===== src/rtl/dmni_rx_arbiter_pkg.sv =====
// Shared defaults and helpers for the DMNI receive-side arbiter.
package dmni_rx_arbiter_pkg;

   localparam int unsigned DEF_N_CH        = 3;
   localparam int unsigned DEF_DATA_SIZE   = 32;
   localparam int unsigned DEF_BUFFER_SIZE = 16;

   // Channel index visited k steps after 'last' in round-robin order.
   function automatic int unsigned rr_index(input int unsigned last,
                                            input int unsigned k,
                                            input int unsigned n);
      return (last + k) % n;
   endfunction

endpackage


===== src/rtl/dmni_ring_fifo.sv =====
// Single-clock ring FIFO; count separates full from empty, flush clears it next cycle.
module dmni_ring_fifo
   import dmni_rx_arbiter_pkg::*;
#(
   parameter int unsigned DATA_SIZE   = DEF_DATA_SIZE,
   parameter int unsigned BUFFER_SIZE = DEF_BUFFER_SIZE,
   localparam int unsigned AW = $clog2(BUFFER_SIZE),
   localparam int unsigned LW = AW + 1
) (
   input  logic                 clk_i,
   input  logic                 rst_i,
   input  logic                 push,
   output logic                 full,
   input  logic [DATA_SIZE-1:0] wdata,
   input  logic                 pop,
   output logic                 empty,
   output logic [DATA_SIZE-1:0] rdata,
   input  logic                 flush,
   output logic [LW-1:0]        count
);

   logic [DATA_SIZE-1:0] mem [BUFFER_SIZE];
   logic [AW-1:0]        wr_ptr;
   logic [AW-1:0]        rd_ptr;
   logic                 do_push;
   logic                 do_pop;

   assign full    = (count == LW'(BUFFER_SIZE));
   assign empty   = (count == '0);
   assign rdata   = mem[rd_ptr];
   assign do_push = push && !full;
   assign do_pop  = pop && !empty;

   always_ff @(posedge clk_i or posedge rst_i) begin
      if (rst_i) begin
         wr_ptr <= '0;
         rd_ptr <= '0;
         count  <= '0;
      end else if (flush) begin
         wr_ptr <= '0;
         rd_ptr <= '0;
         count  <= '0;
      end else begin
         if (do_push) wr_ptr <= wr_ptr + AW'(1);
         if (do_pop)  rd_ptr <= rd_ptr + AW'(1);
         if (do_push && !do_pop)      count <= count + LW'(1);
         else if (!do_push && do_pop) count <= count - LW'(1);
      end
   end

   // Storage needs no reset: contents are only observed below a non-zero count.
   always_ff @(posedge clk_i) begin
      if (do_push && !flush) mem[wr_ptr] <= wdata;
   end

endmodule


===== src/rtl/dmni_rx_arbiter.sv =====
// N-channel receive buffer: per-channel ring FIFOs merged by a round-robin arbiter with hold.
module dmni_rx_arbiter
   import dmni_rx_arbiter_pkg::*;
#(
   parameter int unsigned N_CH        = DEF_N_CH,
   parameter int unsigned DATA_SIZE   = DEF_DATA_SIZE,
   parameter int unsigned BUFFER_SIZE = DEF_BUFFER_SIZE,
   localparam int unsigned CW = $clog2(N_CH),
   localparam int unsigned LW = $clog2(BUFFER_SIZE) + 1
) (
   input  logic                      clk_i,
   input  logic                      rst_i,
   input  logic [N_CH-1:0]           rx_i,
   output logic [N_CH-1:0]           rx_ack_o,
   input  logic [N_CH*DATA_SIZE-1:0] data_i,
   input  logic [N_CH-1:0]           flush_i,
   output logic                      tx_o,
   input  logic                      tx_ack_i,
   output logic [DATA_SIZE-1:0]      data_o,
   output logic [CW-1:0]             tx_ch_o,
   output logic [N_CH*LW-1:0]        level_o
);

   logic [N_CH-1:0]      full;
   logic [N_CH-1:0]      empty;
   logic [N_CH-1:0]      push;
   logic [N_CH-1:0]      pop;
   logic [DATA_SIZE-1:0] rdata [N_CH];
   logic [LW-1:0]        count [N_CH];
   logic [CW-1:0]        rr_last_q;
   logic [CW-1:0]        sel_q;
   logic                 hold_q;
   logic [CW-1:0]        rr_sel;
   logic [CW-1:0]        idx;
   logic [CW-1:0]        sel;
   logic                 rr_found;

   for (genvar c = 0; c < int'(N_CH); c++) begin : g_ch
      assign rx_ack_o[c] = !rst_i && !full[c];
      assign push[c]     = rx_i[c] && rx_ack_o[c];
      assign pop[c]      = tx_o && tx_ack_i && (sel == CW'(c));
      assign level_o[c*LW +: LW] = count[c];

      dmni_ring_fifo #(
         .DATA_SIZE   (DATA_SIZE),
         .BUFFER_SIZE (BUFFER_SIZE)
      ) u_fifo (
         .clk_i (clk_i),
         .rst_i (rst_i),
         .push  (push[c]),
         .full  (full[c]),
         .wdata (data_i[c*DATA_SIZE +: DATA_SIZE]),
         .pop   (pop[c]),
         .empty (empty[c]),
         .rdata (rdata[c]),
         .flush (flush_i[c]),
         .count (count[c])
      );
   end

   // First non-empty channel after the last one served.
   always_comb begin
      rr_sel   = rr_last_q;
      rr_found = 1'b0;
      idx      = '0;
      for (int unsigned k = 1; k <= N_CH; k++) begin
         idx = CW'(rr_index(32'(rr_last_q), k, N_CH));
         if (!rr_found && !empty[idx]) begin
            rr_sel   = idx;
            rr_found = 1'b1;
         end
      end
   end

   assign sel     = hold_q ? sel_q : rr_sel;
   assign tx_o    = (|(~empty)) || hold_q;
   assign data_o  = tx_o ? rdata[sel] : '0;
   assign tx_ch_o = tx_o ? sel : '0;

   // A presented but unacked word locks the selection; flushing its channel releases it.
   always_ff @(posedge clk_i or posedge rst_i) begin
      if (rst_i) begin
         rr_last_q <= CW'(N_CH - 1);
         sel_q     <= '0;
         hold_q    <= 1'b0;
      end else if (tx_o && tx_ack_i) begin
         rr_last_q <= sel;
         hold_q    <= 1'b0;
      end else if (tx_o) begin
         sel_q  <= sel;
         hold_q <= !flush_i[sel];
      end
   end

endmodule


===== config.mk =====
export PLATFORM = sky130hd
export DESIGN_NAME = dmni_rx_arbiter
export DESIGN_NICKNAME = d
export VERILOG_FILES = /design/src/rtl/dmni_rx_arbiter_pkg.sv /design/src/rtl/dmni_ring_fifo.sv /design/src/rtl/dmni_rx_arbiter.sv
export SDC_FILE = /design/constraint.sdc
export NUM_CORES = 2
export LEC_CHECK = 0
export ABC_AREA = 1
export BUFFER_PORTS_ARGS = -buffer_cell sky130_fd_sc_hd__buf_2
export CAP_MARGIN = 5
export CORE_ASPECT_RATIO = 0.6
export CORE_MARGIN = 2
export CORE_UTILIZATION = 40
export CTS_CLUSTER_SIZE = 20
export DETAILED_ROUTE_END_ITERATION = 7
export GPL_TIMING_DRIVEN = 1
export PLACE_DENSITY_LB_ADDON = 0.3
export SETUP_SLACK_MARGIN = 0.15
export SLEW_MARGIN = 5
export SYNTH_ARGS = -nofsm -noshare
export SYNTH_HDL_FRONTEND = slang
export SYNTH_SLANG_ARGS = --single-unit

===== constraint.sdc =====
create_clock -name clk_i -period 4.9 [get_ports clk_i]
set_input_delay 0.735 -clock clk_i [delete_from_list [all_inputs] [get_ports clk_i]]
set_output_delay 0.735 -clock clk_i [all_outputs]
set_load 0.005 [all_outputs]

# Word-level counts from Yosys, hierarchy flattened
# Memories as Yosys holds them, arrays and structs flattened.
# Index checks and enable logic that the tools add are counted.
[op_classes]
addsub = 15
eq_ne = 5
n_reduce_logical = 64
bitwise = 3
magnitude_cmp = 5
n_mux = 48
div_mod_pow = 3
[op_table]
columns = ["cell", "count"]
rows = [
  ["modulo 32 x 2 -> 32 bit, second input constant", 3],
  ["two-way mux 32 bit", 3],
  ["binary-select mux 32 bit (select 2 bit)", 1],
  ["two-way mux 4 bit", 12],
  ["two-way mux 5 bit", 9],
  ["logical AND 1 bit", 27],
  ["adder 4 x 1 -> 4 bit, second input constant", 6],
  ["zero test 1 bit", 20],
  ["adder 5 x 1 -> 5 bit, second input constant", 3],
  ["== test 5 bit, second input constant", 3],
  ["zero test 5 bit", 3],
  ["subtractor 5 x 1 -> 5 bit, second input constant", 3],
  ["two-way mux 1 bit", 14],
  ["nonzero test 2 bit", 7],
  ["less-than comparator 2 x 3 -> 1 bit, second input constant", 4],
  ["two-way mux 2 bit", 5],
  ["nonzero test 3 bit", 3],
  ["binary-select mux 1 bit (select 2 bit)", 4],
  ["adder 2 x 2 -> 3 bit, second input constant", 2],
  ["adder 2 x 1 -> 3 bit, second input constant", 1],
  [">= comparator 3 bit, second input constant", 1],
  ["inverter 2 -> 3 bit", 1],
  ["inverter 3 bit", 1],
  ["OR reduction 3 bit", 1],
  ["other kinds (6)", 6],
]
[totals]
mem_count = 3
ramBits = 1536
ff_bits = 44
[mem_list]
columns = ["name", "depth", "width", "read_ports", "rd_ports_with_merged_regs", "write_ports", "line", "text"]
rows = [
  ["g_ch[0].u_fifo.mem", 16, 32, 1, 0, 1, "dmni_ring_fifo.sv:22", "logic [DATA_SIZE-1:0] mem [BUFFER_SIZE];"],
  ["g_ch[1].u_fifo.mem", 16, 32, 1, 0, 1, "dmni_ring_fifo.sv:22", ""],
  ["g_ch[2].u_fifo.mem", 16, 32, 1, 0, 1, "dmni_ring_fifo.sv:22", ""],
]

# Logic depth before layout (Yosys ltp)
[depth]
ltp_word = 18
mapped_depth = 23
mapped_depth_nobuf = 23

# Cells and area by module
# A second synthesis with hierarchy kept.
[unflattened]
cells_unflattened = 6895
area_unflattened_um2 = 70606.5
[modules_own_cells]
columns = ["mod", "n_inst", "area_each_um2", "seq_area_each_um2", "cells_per_inst"]
rows = [
  ["dmni_ring_fifo at g_ch[1].u_fifo ...", 2, 22967.0, 15700.1, 2193],
  ["dmni_ring_fifo at g_ch[0].u_fifo", 1, 22944.5, 15700.1, 2193],
  ["dmni_rx_arbiter", 1, 1727.9, 126.4, 316],
]

# Worst setup path before layout
# Ideal clock, no wire load.
[synth_path]
path_kind = "input -> register"
start = "input port rst_i"
end = "memory g_ch[2].u_fifo.mem[11][0] in the netlist's numbering (enable)"
setup_ns = 0.461
arrival_ns = 4.443
path_slack_ns = -0.004
stages = 7
t_required_ns = 4.439
path_cell_list = "inv_1 > nand2_1 > inv_1 > nand2_1 > inv_1 > nand2_1 > nor3_1"
[synth_between]
elab_chain_len = 7
[synth_rtl]
columns = ["element", "line", "text"]
rows = [
  ["start: declaration", "dmni_rx_arbiter.sv:12", "input logic rst_i,"],
  ["zero test 1 bit (no line)", "--", ""],
  ["logical AND 1 bit", "dmni_rx_arbiter.sv:39", "assign rx_ack_o[c] = !rst_i && !full[c];"],
  ["via rx_ack_o[2]", "dmni_rx_arbiter.sv:14", "output logic [N_CH-1:0] rx_ack_o,"],
  ["logical AND 1 bit", "dmni_rx_arbiter.sv:40", "assign push[c] = rx_i[c] && rx_ack_o[c];"],
  ["logical AND 1 bit", "dmni_ring_fifo.sv:31", "assign do_push = push && !full;"],
  ["logical AND 1 bit", "dmni_ring_fifo.sv:53", "if (do_push && !flush) mem[wr_ptr] <= wdata;"],
  ["two-way mux 1 bit", "dmni_ring_fifo.sv:53", ""],
  ["two-way mux 1 bit (not written as such)", "dmni_ring_fifo.sv:53", ""],
  ["end: declaration", "dmni_ring_fifo.sv:22", ""],
]
# The timed path passes the listed nets, and every way through them passes these cells.

# Final worst setup path
[layout_path]
start = "register g_ch[1].u_fifo.rd_ptr[0]"
end = "output port data_o[10]"
[layout_between]
elab_chain_len = 5
[layout_rtl]
columns = ["element", "line", "text"]
rows = [
  ["start: declaration", "dmni_ring_fifo.sv:24", "logic [AW-1:0] rd_ptr;"],
  ["start signal: assignment", "dmni_ring_fifo.sv:45", "if (do_pop) rd_ptr <= rd_ptr + AW'(1);"],
  ["memory read (16 x 32 bit)", "--", ""],
  ["binary-select mux 32 bit (select 2 bit)", "dmni_rx_arbiter.sv:77", "assign data_o = tx_o ? rdata[sel] : '0;"],
  ["two-way mux 32 bit (not written as such) (2 in series)", "dmni_rx_arbiter.sv:77", ""],
  ["two-way mux 32 bit", "dmni_rx_arbiter.sv:77", ""],
  ["end: declaration", "dmni_rx_arbiter.sv:19", "output logic [DATA_SIZE-1:0] data_o,"],
]
# Every way passes these cells. The select of a mux whose other input is x is not followed.

==> results_dict.tcl <==
set metrics [dict create \
    outcome "complete, no violations" \
    synth_top_family_by_area "simple AND/OR/NAND/NOR gates" \
    fin_util_pct 45.95 \
    start_util_pct 40.16 \
    setup_tns_ns 0 \
    rows 113 \
    relSlewSlack_pct 22.91 \
    synth_area_per_cell_um2 13.21 \
    p_leak_nw 24.21 \
    pre_cts_slack_ns 0.6618 \
    core_area_um2 157800 \
    synth-seq-area-share_pct 74.53 \
    rsz0062_at_grt "yes" \
    power.share.sequential_pct 39.7 \
    drt_iter0_drc 5787 \
    async_flop_share_pct 2.785 \
    p_sw_share_pct 35.74 \
    period_share_pct 95.72 \
    viasPerCell 5.688 \
    vias 41060 \
    cts_max_level 4 \
    clk_path_buf_depth 3 \
    ys_warn_count 0 \
    io_buffers 157 \
    synth_nets 4932 \
    p_comb_share_pct 30.7 \
    worstPathArrival_ns 3.96 \
    drv_slew 0 \
    io_pins 158 \
    power_mw 38.39 \
    grt_overflow_total 0 \
    antenna_found_initial 31 \
    fin_cells 7218 \
    numClockSinks 1580 \
    p_int_mw 24.67 \
    synth_compound_gate_area_share_pct 11.09 \
    criticalPathCategory "reg -> out" \
    setup_viol 0 \
    mostFrequentLayoutCells "edfxtp_1, nand2_1, nor2_1" \
    die_y_um 312.3 \
    period_minus_slack_ns 4.690 \
    wl_um 189800 \
    ys_types 50 \
    grt_pass1_wl_um 273200 \
    synth_area_um2 63370 \
    p_sw_mw 13.72 \
    finalClockSkew_ns 0.04905 \
    drc 0 \
    areaGrowthSynthToFinish_pct 14.41 \
    netlist_instances 4795 \
    cap_violations 0 \
    vdd_drop_max_mv 0.7688 \
    cts-root-buf "clkbuf_16" \
    hold_class "in -> reg" \
    tightest_slew_ns 1.154 \
    postCtsSetupBuffers 0 \
    grt_max_degree 163 \
    grt_usage_pct 22.97 \
    fin_nets 5097 \
    dieArea_um2 161700 \
    fin_ws_ns 0.2096 \
    hpwl_um 112200 \
    ys_ff_latch 1580 \
    gp_congestion 0.8353 \
    synthMuxAreaShare_pct 0 \
    p_clk_share_pct 29.6 \
    yosys_most_used_dff "edfxtp_1" \
    cts_buffers 146 \
    dr.pass1.iters 6 \
    clkLatencyLatePin_ns 0.80 \
    cts_tree "yes" \
    power_per_cell_area_nw_per_um2 529.5 \
    synth_edf_count 1536 \
    wl_per_cell_um 26.30 \
    synthXorXnorAreaFrac_pct 0.1382 \
    crit_path_end_kind "output port" \
    grt_pass1_vias 38330 \
    die_w_um 517.8 \
    drive_gt1_share_pct 13.60 \
    timing_hold_violations_final 0 \
    layout_commonest_cell "edfxtp_1" \
    fmax_ghz 0.2132 \
    path_clk_slew_ns 0.07 \
    crit_fanout 80 \
    start_kind "flop" \
    drtAntennaViolNets 0 \
    critPathRequiredTime_ns 4.16 \
    synth-adder-area-share_pct 0.6674 \
    synthSimpleGateAreaFrac_pct 11.16 \
    dp_cells 6936 \
]
## state kept, by name, indices dropped and copies added, names as in the netlist
register and flops:
g_ch.u_fifo.mem 1536, rr_last_q 2, sel_q 2, hold_q 1
g_ch.u_fifo.count 15, g_ch.u_fifo.wr_ptr 12, g_ch.u_fifo.rd_ptr 12
## cells in the mapped netlist, types with 41 or more instances
library cell  count  area (um^2)
o21a_1          142         1066
o21ai_0         364         1822
clkbuf_1        232        870.8
o311ai_0         70        613.1
a21oi_1         193        965.9
o221ai_1         52        455.4
nor2_1          506         1899
a31oi_1          80        500.5
edfxtp_1       1536        46120
a221oi_1         41        359.1
nand2_1         851         3194
inv_1            50        187.7
buf_2            45        225.2
nand3_1         319         1597
dfrtp_1          43         1076
## logic make-up (layout without fill, tap and decap cells)
| kind of cell | Yosys count | after routing |
|---|---|---|
| and+or+nand+nor | 1722 | 1722 |
| DFF | 1580 | 1580 |
| AOI/OAI and AO/OA | 1073 | 1073 |
| buffers and inverters | 378 | 665 |
| adders and majority gates | 32 | 32 |
| xor gates and xnor gates | 10 | 10 |
| other | 0 | 9 |
## power by group through the flow
stage | Clock, mW | Combinational, mW | Sequential [mW]
4_1_cts | 11.5 | 11.4 | 15.2
3_3_place_gp | 0 | 11.3 | 15.5
3_5_place_dp | 0 | 11.4 | 15.5
5_1_grt | 12.0 | 12.6 | 15.3
6_report | 11.4 | 11.8 | 15.2
2_1_floorplan | 0 | 6.33 | 15.4
## worst max-delay path, cell delays in order (launching register included)
cell and delay [ns]:
dfrtp_4 0.65, inv_16 0.28, buf_16 0.32, nor2_1 0.08
o311ai_1 0.33, a31oi_1 0.09, a41oi_1 0.65, nand2_1 0.13
nand2_1 0.10, nand2_1 0.05, a21oi_1 0.17, buf_2 0.15
## metal layers
metal,up-vias,GRT usage (%),part of all wire (%)
met5,-,0,0.018
met4,6,5.832,2.1
met3,250,6.238,11
met2,2065,31.60,42
met1,20550,35.63,46
li1,18190,-,-
## layout make-up
type | count | area (um^2)
fillers | 14030 | 85290
flip-flops and latches | 1580 | 47240
multi-input cells | 2837 | 15090
clock buffers | 181 | 3846
well taps | 2127 | 2661
repair buffers | 330 | 2481
clock inverters | 89 | 853.3
inverters | 65 | 296.5
diodes | 9 | 22.52
## through the flow
step / cell area [um^2] / hold slack (ns)
finish: 72500 / 0.3145
global placement: 67540 / 0.4660
CTS: 72310 / 0.2569
floorplan: 63370 / 0.4457
detailed placement: 67540 / 0.4718
global route: 72490 / 0.2816
## worst paths after layout
path	to	slack (ns)	depth (start not counted)	from
setup / recovery	data_o[10]	0.21	11	g_ch[1].u_fifo.rd_ptr[0]$_DFFE_PP0P_
hold / removal	g_ch[1].u_fifo.mem[0][3]$_DFFE_PP_	0.31	1	data_i[35]
setup reg to reg	g_ch[1].u_fifo.count[4]$_DFFE_PP0P_	0.94	22	rr_last_q[1]$_DFFE_PP1N_
hold reg to reg	sel_q[1]$_DFFE_PP0P_	0.49	2	sel_q[1]$_DFFE_PP0P_
max in group asynchronous	g_ch[1].u_fifo.rd_ptr[2]$_DFFE_PP0P_	3.31	4	rst_i
min in group asynchronous	g_ch[2].u_fifo.wr_ptr[2]$_DFFE_PP0P_	0.59	3	rst_i
## what timing repair did
action / in CTS / in global routing
hold buffers: 1 / 0
endpoints found under the setup margin: 10 / 21
hold endpoints to repair: 16 / 0
pin swaps: 0 / 0
resized for setup: 12 / 24
cloned: 0 / 2
Note: power is estimated with default switching activity, not from simulation.
